`config.mk`:
```
export PLATFORM = sky130hd
export DESIGN_NAME = pi_mem_arb_flat
export DESIGN_NICKNAME = d
export VERILOG_FILES = /design/src/rtl/pi_mem_arb_if.sv /design/src/rtl/pi_mem_arb.sv /design/src/flat_wrapper.sv
export SDC_FILE = /design/constraint.sdc
export NUM_CORES = 1
export LEC_CHECK = 0
export CAP_MARGIN = 20
export CORE_ASPECT_RATIO = 2
export CORE_MARGIN = 2
export CORE_UTILIZATION = 52
export DETAILED_ROUTE_END_ITERATION = 7
export GPL_TIMING_DRIVEN = 0
export HOLD_SLACK_MARGIN = 0.12
export PLACE_DENSITY = 0.89
export REMOVE_ABC_BUFFERS = 1
export SLEW_MARGIN = 10
export SYNTH_ARGS = -nofsm -noshare
export SYNTH_HDL_FRONTEND = slang
export SYNTH_SLANG_ARGS = --single-unit
```
`constraint.sdc`:
```
create_clock -name clk -period 2.65 [get_ports clk]
set_input_delay 0.795 -clock clk [delete_from_list [all_inputs] [get_ports clk]]
set_output_delay 0.795 -clock clk [all_outputs]
set_load 0.005 [all_outputs]
```
`src/rtl/pi_mem_arb_if.sv`:
```
// Bundle of the MD client, PI client and cartridge memory port signals around pi_mem_arb.
// The arbiter takes the slave view; the surrounding system (or a bench) takes the master view.
interface pi_mem_arb_if;
    logic        md_stb;
    logic        md_we;
    logic [22:0] md_addr;
    logic [15:0] md_dwr;
    logic [15:0] md_drd;
    logic        md_ack;

    logic        pi_stb;
    logic        pi_we;
    logic [23:0] pi_addr;
    logic [7:0]  pi_dwr;
    logic [7:0]  pi_drd;
    logic        pi_ack;

    logic        mem_req;
    logic        mem_we;
    logic [22:0] mem_addr;
    logic [1:0]  mem_be;
    logic [15:0] mem_dwr;
    logic [15:0] mem_drd;
    logic        mem_ack;

    logic        err;
    logic        err_clr;

    modport slave (
        input  md_stb, md_we, md_addr, md_dwr,
        output md_drd, md_ack,
        input  pi_stb, pi_we, pi_addr, pi_dwr,
        output pi_drd, pi_ack,
        output mem_req, mem_we, mem_addr, mem_be, mem_dwr,
        input  mem_drd, mem_ack,
        output err,
        input  err_clr
    );

    modport master (
        output md_stb, md_we, md_addr, md_dwr,
        input  md_drd, md_ack,
        output pi_stb, pi_we, pi_addr, pi_dwr,
        input  pi_drd, pi_ack,
        input  mem_req, mem_we, mem_addr, mem_be, mem_dwr,
        output mem_drd, mem_ack,
        input  err,
        output err_clr
    );
endinterface

```
`src/rtl/pi_mem_arb.sv`:
```
// Shares one 16-bit cartridge memory port between the MD cart bus and the MCU PI bus.
// MD has priority, PI is forced through after PI_STARVE MD grants, hung accesses time out.
module pi_mem_arb #(
    parameter int unsigned PI_STARVE = 4,
    parameter int unsigned TOUT      = 255
) (
    input logic         clk,
    input logic         rst_n,
    pi_mem_arb_if.slave bus
);
    localparam logic [3:0] StarveMax = 4'(PI_STARVE);
    localparam logic [7:0] ToutLast  = 8'(TOUT - 1);

    typedef enum logic [1:0] {StIdle, StMdCyc, StPiCyc, StDone} state_e;

    state_e      state_q, state_d;
    logic        md_pend_q, md_pend_d, md_we_q, md_we_d;
    logic [22:0] md_addr_q, md_addr_d;
    logic [15:0] md_dwr_q, md_dwr_d;
    logic        pi_pend_q, pi_pend_d, pi_we_q, pi_we_d;
    logic [23:0] pi_addr_q, pi_addr_d;
    logic [7:0]  pi_dwr_q, pi_dwr_d;
    logic [3:0]  streak_q, streak_d;
    logic [7:0]  cnt_q, cnt_d;
    logic        md_ack_q, md_ack_d, pi_ack_q, pi_ack_d;
    logic [15:0] md_drd_q, md_drd_d;
    logic [7:0]  pi_drd_q, pi_drd_d;
    logic        mem_req_q, mem_req_d, mem_we_q, mem_we_d;
    logic [22:0] mem_addr_q, mem_addr_d;
    logic [1:0]  mem_be_q, mem_be_d;
    logic [15:0] mem_dwr_q, mem_dwr_d;
    logic        err_q, err_d;
    logic        tout_hit;

    always_comb begin
        state_d    = state_q;
        md_pend_d  = md_pend_q;
        md_we_d    = md_we_q;
        md_addr_d  = md_addr_q;
        md_dwr_d   = md_dwr_q;
        pi_pend_d  = pi_pend_q;
        pi_we_d    = pi_we_q;
        pi_addr_d  = pi_addr_q;
        pi_dwr_d   = pi_dwr_q;
        streak_d   = streak_q;
        cnt_d      = cnt_q;
        md_ack_d   = 1'b0;
        pi_ack_d   = 1'b0;
        md_drd_d   = md_drd_q;
        pi_drd_d   = pi_drd_q;
        mem_req_d  = mem_req_q;
        mem_we_d   = mem_we_q;
        mem_addr_d = mem_addr_q;
        mem_be_d   = mem_be_q;
        mem_dwr_d  = mem_dwr_q;
        tout_hit   = 1'b0;

        if (bus.md_stb && !md_pend_q) begin
            md_pend_d = 1'b1;
            md_we_d   = bus.md_we;
            md_addr_d = bus.md_addr;
            md_dwr_d  = bus.md_dwr;
        end
        if (bus.pi_stb && !pi_pend_q) begin
            pi_pend_d = 1'b1;
            pi_we_d   = bus.pi_we;
            pi_addr_d = bus.pi_addr;
            pi_dwr_d  = bus.pi_dwr;
        end

        unique case (state_q)
            StIdle: begin
                if (pi_pend_q && (!md_pend_q || streak_q == StarveMax)) begin
                    state_d    = StPiCyc;
                    mem_req_d  = 1'b1;
                    mem_we_d   = pi_we_q;
                    mem_addr_d = pi_addr_q[23:1];
                    // Big-endian lanes: even byte address lives in the high half.
                    mem_be_d   = !pi_we_q ? 2'b11 : (pi_addr_q[0] ? 2'b01 : 2'b10);
                    mem_dwr_d  = pi_addr_q[0] ? {8'h00, pi_dwr_q} : {pi_dwr_q, 8'h00};
                    streak_d   = '0;
                    cnt_d      = '0;
                end else if (md_pend_q) begin
                    state_d    = StMdCyc;
                    mem_req_d  = 1'b1;
                    mem_we_d   = md_we_q;
                    mem_addr_d = md_addr_q;
                    mem_be_d   = 2'b11;
                    mem_dwr_d  = md_dwr_q;
                    cnt_d      = '0;
                    if (!pi_pend_q) begin
                        streak_d = '0;
                    end else if (streak_q != StarveMax) begin
                        streak_d = streak_q + 4'd1;
                    end
                end
            end
            StMdCyc, StPiCyc: begin
                if (bus.mem_ack || cnt_q == ToutLast) begin
                    tout_hit  = !bus.mem_ack;
                    mem_req_d = 1'b0;
                    state_d   = StDone;
                    if (state_q == StMdCyc) begin
                        md_ack_d  = 1'b1;
                        md_pend_d = 1'b0;
                        md_drd_d  = tout_hit ? 16'hFFFF : bus.mem_drd;
                    end else begin
                        pi_ack_d  = 1'b1;
                        pi_pend_d = 1'b0;
                        if (tout_hit) begin
                            pi_drd_d = 8'hFF;
                        end else begin
                            pi_drd_d = pi_addr_q[0] ? bus.mem_drd[7:0] : bus.mem_drd[15:8];
                        end
                    end
                end else begin
                    cnt_d = cnt_q + 8'd1;
                end
            end
            StDone: state_d = StIdle;
            default: state_d = StIdle;
        endcase

        // A timeout coinciding with err_clr keeps the flag set.
        if (tout_hit) begin
            err_d = 1'b1;
        end else if (bus.err_clr) begin
            err_d = 1'b0;
        end else begin
            err_d = err_q;
        end
    end

    always_ff @(posedge clk) begin
        if (!rst_n) begin
            state_q    <= StIdle;
            md_pend_q  <= 1'b0;
            md_we_q    <= 1'b0;
            md_addr_q  <= '0;
            md_dwr_q   <= '0;
            pi_pend_q  <= 1'b0;
            pi_we_q    <= 1'b0;
            pi_addr_q  <= '0;
            pi_dwr_q   <= '0;
            streak_q   <= '0;
            cnt_q      <= '0;
            md_ack_q   <= 1'b0;
            pi_ack_q   <= 1'b0;
            md_drd_q   <= '0;
            pi_drd_q   <= '0;
            mem_req_q  <= 1'b0;
            mem_we_q   <= 1'b0;
            mem_addr_q <= '0;
            mem_be_q   <= '0;
            mem_dwr_q  <= '0;
            err_q      <= 1'b0;
        end else begin
            state_q    <= state_d;
            md_pend_q  <= md_pend_d;
            md_we_q    <= md_we_d;
            md_addr_q  <= md_addr_d;
            md_dwr_q   <= md_dwr_d;
            pi_pend_q  <= pi_pend_d;
            pi_we_q    <= pi_we_d;
            pi_addr_q  <= pi_addr_d;
            pi_dwr_q   <= pi_dwr_d;
            streak_q   <= streak_d;
            cnt_q      <= cnt_d;
            md_ack_q   <= md_ack_d;
            pi_ack_q   <= pi_ack_d;
            md_drd_q   <= md_drd_d;
            pi_drd_q   <= pi_drd_d;
            mem_req_q  <= mem_req_d;
            mem_we_q   <= mem_we_d;
            mem_addr_q <= mem_addr_d;
            mem_be_q   <= mem_be_d;
            mem_dwr_q  <= mem_dwr_d;
            err_q      <= err_d;
        end
    end

    assign bus.md_ack   = md_ack_q;
    assign bus.md_drd   = md_drd_q;
    assign bus.pi_ack   = pi_ack_q;
    assign bus.pi_drd   = pi_drd_q;
    assign bus.mem_req  = mem_req_q;
    assign bus.mem_we   = mem_we_q;
    assign bus.mem_addr = mem_addr_q;
    assign bus.mem_be   = mem_be_q;
    assign bus.mem_dwr  = mem_dwr_q;
    assign bus.err      = err_q;
endmodule

```
`src/flat_wrapper.sv`:
```
// flat-port wrapper written by rule: the top's interface ports become plain ports
module pi_mem_arb_flat 
#(
    parameter int unsigned PI_STARVE = 4,
    parameter int unsigned TOUT      = 255
)
  (clk, rst_n, bus_md_stb, bus_md_we, bus_md_addr, bus_md_dwr, bus_md_drd, bus_md_ack, bus_pi_stb, bus_pi_we, bus_pi_addr, bus_pi_dwr, bus_pi_drd, bus_pi_ack, bus_mem_req, bus_mem_we, bus_mem_addr, bus_mem_be, bus_mem_dwr, bus_mem_drd, bus_mem_ack, bus_err, bus_err_clr);
  pi_mem_arb_if bus_i ();
  input logic clk;
  input logic rst_n;
  input wire logic [$bits(bus_i.md_stb)-1:0] bus_md_stb;
  input wire logic [$bits(bus_i.md_we)-1:0] bus_md_we;
  input wire logic [$bits(bus_i.md_addr)-1:0] bus_md_addr;
  input wire logic [$bits(bus_i.md_dwr)-1:0] bus_md_dwr;
  output wire logic [$bits(bus_i.md_drd)-1:0] bus_md_drd;
  output wire logic [$bits(bus_i.md_ack)-1:0] bus_md_ack;
  input wire logic [$bits(bus_i.pi_stb)-1:0] bus_pi_stb;
  input wire logic [$bits(bus_i.pi_we)-1:0] bus_pi_we;
  input wire logic [$bits(bus_i.pi_addr)-1:0] bus_pi_addr;
  input wire logic [$bits(bus_i.pi_dwr)-1:0] bus_pi_dwr;
  output wire logic [$bits(bus_i.pi_drd)-1:0] bus_pi_drd;
  output wire logic [$bits(bus_i.pi_ack)-1:0] bus_pi_ack;
  output wire logic [$bits(bus_i.mem_req)-1:0] bus_mem_req;
  output wire logic [$bits(bus_i.mem_we)-1:0] bus_mem_we;
  output wire logic [$bits(bus_i.mem_addr)-1:0] bus_mem_addr;
  output wire logic [$bits(bus_i.mem_be)-1:0] bus_mem_be;
  output wire logic [$bits(bus_i.mem_dwr)-1:0] bus_mem_dwr;
  input wire logic [$bits(bus_i.mem_drd)-1:0] bus_mem_drd;
  input wire logic [$bits(bus_i.mem_ack)-1:0] bus_mem_ack;
  output wire logic [$bits(bus_i.err)-1:0] bus_err;
  input wire logic [$bits(bus_i.err_clr)-1:0] bus_err_clr;
  assign bus_i.md_stb = bus_md_stb;
  assign bus_i.md_we = bus_md_we;
  assign bus_i.md_addr = bus_md_addr;
  assign bus_i.md_dwr = bus_md_dwr;
  assign bus_md_drd = bus_i.md_drd;
  assign bus_md_ack = bus_i.md_ack;
  assign bus_i.pi_stb = bus_pi_stb;
  assign bus_i.pi_we = bus_pi_we;
  assign bus_i.pi_addr = bus_pi_addr;
  assign bus_i.pi_dwr = bus_pi_dwr;
  assign bus_pi_drd = bus_i.pi_drd;
  assign bus_pi_ack = bus_i.pi_ack;
  assign bus_mem_req = bus_i.mem_req;
  assign bus_mem_we = bus_i.mem_we;
  assign bus_mem_addr = bus_i.mem_addr;
  assign bus_mem_be = bus_i.mem_be;
  assign bus_mem_dwr = bus_i.mem_dwr;
  assign bus_i.mem_drd = bus_mem_drd;
  assign bus_i.mem_ack = bus_mem_ack;
  assign bus_err = bus_i.err;
  assign bus_i.err_clr = bus_err_clr;
  pi_mem_arb #(.PI_STARVE(PI_STARVE), .TOUT(TOUT)) u_core (.clk(clk), .rst_n(rst_n), .bus(bus_i));
endmodule
```
Word level (Yosys, flattened, before mapping)
Index checks and enable logic that the tools add are counted.
{"block": "word_totals", "reg_bits": 159, "out_inout_bits": 70, "wordCells": 99}
{"block": "classes", "reduce_logical": 21, "add_sub_neg": 2, "eq_ne": 10, "n_bitwise": 1, "muxes": 44}
{"operator": "$mux W16", "n": 4}
{"operator": "$mux W23", "n": 2}
{"operator": "$mux W8", "n": 5}
{"operator": "$mux W1", "n": 19}
{"operator": "$reduce_and A3 Y1", "n": 6}
{"operator": "$mux W4", "n": 4}
{"operator": "$pmux W8 S2", "n": 1}
{"operator": "$mux W2", "n": 7}
{"operator": "$add A8 B1 Y8 const B", "n": 1}
{"operator": "$eq A8 B8 Y1 const B", "n": 1}
{"operator": "$pmux W2 S3", "n": 1}
{"operator": "$reduce_bool A2 Y1", "n": 3}
{"operator": "$add A4 B1 Y4 const B", "n": 1}
{"operator": "$eq A2 B2 Y1 const B", "n": 2}
{"operator": "$eq A4 B3 Y1 const B", "n": 1}
{"operator": "$ne A4 B3 Y1 const B", "n": 1}
{"operator": "$reduce_and A2 Y1", "n": 2}
{"operator": "$logic_and A1 B1 Y1", "n": 3}
{"operator": "$logic_not A1 Y1", "n": 3}
{"operator": "$ne A3 B1 Y1 const B", "n": 1}
{"operator": "$ne A3 B3 Y1 const B", "n": 1}
{"operator": "$eq A2 B1 Y1 const B", "n": 1}
{"operator": "$logic_not A2 Y1", "n": 1}
{"operator": "$logic_or A1 B1 Y1", "n": 2}
{"operator": "5 further kinds", "n": 5}

Logic depth before layout (Yosys ltp)
{"block": "depth", "depth_word": 6, "ltp_mapped": 7, "ltp_nobuf": 6}

Least setup slack after synthesis
Ideal clock, no wire load.
{"block": "synth_path", "kind": "input -> register", "start": "input port bus_mem_ack", "end": "register u_core.cnt_q[3]", "slack_ps": 1032, "setup_ps": 92, "t_arrival_ps": 1525, "cell_stages": 4, "cell_sequence": "nand2b_1 -> a21oi_4 -> nand3_2 -> o32ai_1"}
{"block": "synth_between", "elab_chain_cells": 3}
{"element": "start, declared", "line_no": "flat_wrapper.sv:29", "rtl": "input wire logic [$bits(bus_i.mem_ack)-1:0] bus_mem_ack;"}
{"element": "$logic_or A1 B1 Y1", "line_no": "pi_mem_arb.sv:99", "rtl": "if (bus.mem_ack || cnt_q == ToutLast) begin"}
{"element": "$ne A2 B2 Y1 (no source line)"}
{"element": "$reduce_and A3 Y1 (no source line)"}
{"element": "end signal, assigned", "line_no": "pi_mem_arb.sv:168", "rtl": "cnt_q <= cnt_d;"}
{"element": "end, declared", "line_no": "pi_mem_arb.sv:24", "rtl": "logic [7:0] cnt_q, cnt_d;"}
No other way between the ends.
A chain may end at the register's enable or synchronous reset.

Worst setup path after layout
{"block": "layout_path", "start": "register u_core.state_q[0]", "end": "register u_core.cnt_q[6]"}
{"block": "layout_between", "elab_chain_cells": 4, "word_cells_on_any_way": 9, "classes_between": "eq/ne (4); mux (1); reduce/logical (4)"}
{"element": "start, declared", "line_no": "pi_mem_arb.sv:16", "rtl": "state_e state_q, state_d;"}
{"element": "start signal, assigned", "line_no": "pi_mem_arb.sv:136", "rtl": "state_q <= StIdle;"}
{"element": "start signal, assigned", "line_no": "pi_mem_arb.sv:158", "rtl": "state_q <= state_d;"}
{"element": "$eq A2 B2 Y1 / $eq A2 B1 Y1 (equally long branches)", "line_no": "pi_mem_arb.sv:71", "rtl": "unique case (state_q)"}
{"element": "$reduce_or A2 Y1", "line_no": "pi_mem_arb.sv:71"}
{"element": "$ne A2 B2 Y1 (no source line) / $reduce_bool A2 Y1 (equally long branches)"}
{"element": "$reduce_and A3 Y1 (no source line)"}
Parallel ways exist; a longest one is shown, timed or not.

==> summary.log <==
[run_status] status finished clean
[global_routing] GRT Residual Overflow 0
[sta] worst rel slew slack 30.0%
[global_routing] number of global-route vias before repair 5,688
[placement] Cells after DPL 1,004
[sta] worst setup margin 445 ps
[worst_hold_path] Hold Startpoint u_core.pi_addr_q[4]
[die] starting density of the core 52.7%
[placement] worst setup slack after placement 204 ps
[clock_network] post-CTS clock slew at the launch and capture registers of the worst setup and hold paths 60 ps
[synth] total of flip-flops plus latches after synthesis 159
[clock_network] CTS tree built
[synth] average cell area after synthesis 8.44 sq um
[clock_network] total CTS buffers 17
[route] number of optimization iterations in the first detailed-route pass 6
[global_routing] maximum number of pins on one net before global-route repair 85
[clock_network] clock network latency to the later pin of the worst-skew pair 420 ps
[final_layout] net total in the final layout 980
[synth] top cells by area in the synthesized netlist sky130_fd_sc_hd__dfxtp_1, sky130_fd_sc_hd__nand2_1, sky130_fd_sc_hd__a21oi_1, sky130_fd_sc_hd__o221a_2, sky130_fd_sc_hd__a31oi_1
[setup_path] critical path peak fanout 14
[synth] number of standard cells after synthesis 749
[synth] biggest area consumer among synthesized cells sky130_fd_sc_hd__dfxtp_1
[final_layout] area growth from synthesis to final layout 36.3%
[route] detail-routed via count per cell 5.77
[setup_path] worst setup path class reg2reg
[die] std cell rows 57
[sta] final count of negative-setup-slack endpoints 0
[pwr] fraction of power consumed by combinational cells 27.6%
[placement] port buffer count 164
[global_routing] first-pass GRT wire length 27.5 mm
[clock_network] hold bufs inserted after CTS 0
[synth] most frequently used flop master after synthesis sky130_fd_sc_hd__dfxtp_1
[global_routing] total global routing track utilization 26.6%
[die] Boundary Pins 165
[final_layout] post-route design area 0.00861 sq mm
[setup_path] launching element of the worst setup path u_core.state_q[0]
[clock_network] Bufs on Longest Clock Path 2
[synth] share of async-settable or async-resettable flops after synthesis 0%
[final_layout] number of inserted diodes 0
[synth] fraction of the yosys area taken by sequential cells 50.4%
[route] via count of the routed design 5,975
[sta] Highest Clock Rate 453 MHz
[route] average wire per standard cell 16.9 um
[final_layout] utilization after layout 71.9%
[synth] count of flip-flops with a built-in enable after synthesis 0
[final_layout] share of layout cells above drive strength 1 9.34%
[synth] distinct cell type count of the synthesized netlist 50
[route] DRC errors left 0
[route] Starting DRT DRC Count 493
[clock_network] post-CTS setup-driven buffer insertion count 0
[sta] ratio of final minimum period to clock period 83.2%
[sta] unrepaired setup endpoints after global routing false
[pwr] VDD IR max 0.694 mV
[sta] pin slew with the least headroom to its limit 1050 ps
[pwr] leakage dissipation 3.06 nW
[synth] netlist area before placement 0.00632 sq mm
[pwr] Int Pwr 0.00555 W
[placement] post-placement cell area 0.00798 sq mm
[route] Post-DRT Antenna Nets 0
[worst_hold_path] classification of the worst-slack hold path reg2reg
[sta] worst-case clock skew 8.46 ps
[setup_path] category of the worst setup path launch point register
[synth] Yosys warning total 0
[setup_path] CP endpoint kind register
[die] total core area 0.0120 sq mm
[route] final wirelength 17.5 mm
[placement] Post-DP HPWL 10.4 mm
[sta] final hold violations 0
[clock_network] Root Buffer Master sky130_fd_sc_hd__clkbuf_16
[final_layout] Cell Count, Final, Fillers Out 1,036
[sta] final hold slack 455 ps
[clock_network] H-tree Lvls 4
[die] Die Outline Area 0.0131 sq mm
[sta] Final Max Tran Viols 0
[die] Die Ht 160 um
[pwr] switching share of total power 29.5%
[flow_run] number of violations of the max-capacitance limit 0
[setup_path] startpoint of the lowest-slack register-to-register path u_core.state_q[0]
[global_routing] number of antenna violations at the first check in global routing 0
[setup_path] data arrival at the endpoint of the critical path 2520 ps
[clock_network] Resized Gates After CTS 0
[die] die width 82.0 um
[setup_path] required time worst endpoint 2970 ps
[sta] final worst path period need 2210 ps
[clock_network] clock sink count 159
[pwr] clock network fraction of design power 32.9%
[placement] final weighted congestion in routability-driven placement 0.796
[synth] post-synth top area share 50.4%
[pwr] reported net switching power 0.00232 W
[pwr] part of the total power dissipated in sequential elements 39.4%
[pwr] total power per unit cell area 913 mW/mm^2
==> worst paths after layout <==
path | depth (start not counted) | slack [ps] | end
worst max-delay path | 6 | 440 | u_core.cnt_q[6]
worst max register to register | 6 | 440 | u_core.cnt_q[6]
worst min register to register | 2 | 460 | u_core.pi_addr_q[4]
worst min-delay path | 2 | 460 | u_core.pi_addr_q[4]
==> synth_stat cells (all sizes together) (2+ instances only) <==
cell,n
a211oi,2
a21boi,2
a21oi,80
a31oi,43
and3,2
buf,18
clkbuf,41
dfxtp,159
ha,9
inv,8
mux2,9
nand2,224
nand2b,4
nand3,19
nand3b,10
nand4,4
nand4b,2
nor2,6
nor2b,3
o21a,5
o21ai,53
o221a,24
o22ai,2
o311ai,4
o32ai,2
or3,2
==> worst max-delay path: stages (launching register included) <==
cell	delay (ps)
sky130_fd_sc_hd__dfxtp_1	390
sky130_fd_sc_hd__inv_1	110
sky130_fd_sc_hd__ha_1	570
sky130_fd_sc_hd__nand4_1	160
sky130_fd_sc_hd__o21ai_1	520
sky130_fd_sc_hd__o311ai_0	230
sky130_fd_sc_hd__o31ai_1	130
==> logic make-up (layout without fill, tap and decap cells) <==
family | count (synthesis) | in the layout | share of synthesized area, %
compound gates | 223 | 223 | 22.6
fa+ha+maj | 9 | 9 | 1.78
buf+inv | 67 | 207 | 4.61
flops | 159 | 159 | 50.4
mux | 10 | 10 | 1.76
simple gates | 281 | 281 | 18.9
==> metrics by stage <==
stage                     TNS, ps  power (W)
after floorplan                 0    0.00408
after global placement    -284520    0.00517
after detailed placement        0    0.00527
after CTS                       0    0.00787
after global routing            0    0.00821
final                           0    0.00787
==> flip-flops by register name (all words and copies together) (netlist names), 2 cells and up <==
name,count
u_core.md_dwr_q,16
u_core.pi_addr_q,24
u_core.bus.mem_addr,23
u_core.streak_q,4
u_core.md_addr_q,23
u_core.bus.md_drd,16
u_core.pi_dwr_q,8
u_core.state_q,2
u_core.bus.mem_dwr,16
u_core.bus.pi_drd,8
u_core.cnt_q,8
u_core.bus.mem_be,2
==> cell type report <==
type,count,area (sq um)
Tap cell,147,184
Clock inverter,12,184
Inverter,8,32.5
Timing Repair Buffer,167,1710
Multi-Input combinational cell,523,2870
Clock buffer,20,447
Sequential cell,159,3180
Fill cell,876,3370
==> power by group through the flow <==
stage                     sequential, W  clock, W  combinational [W]
after global routing            0.00314   0.00270            0.00236
after CTS                       0.00310   0.00260            0.00217
after global placement          0.00311         0            0.00206
after detailed placement        0.00313         0            0.00214
after floorplan                 0.00312         0           0.000963
final                           0.00310   0.00259            0.00217
==> cells in the final DEF, fill, tap and decap left out, drive strengths merged, types with 3 or more instances in the layout <==
cell             n
clkdlybuf4s50  163
nand2          224
nor2b            3
a21oi           80
inv             10
nand3b          10
o311ai           4
ha               9
o221a           24
nand3           19
a31oi           43
mux2             9
nand4            4
nor2             6
bufinv           4
dfxtp          159
buf              4
clkinv           5
clkbuf          20
o21ai           53
o21a             5
nand2b           4
==> metal layers <==
layer,track usage [%],wire (um),vias to the layer above
met5,0,0,-
met4,8.18,271,0
met3,7.06,1530,28
met2,43.4,8730,295
met1,33.7,7010,2780
li1,-,-,2872
Power figures use the tool's default switching activity.
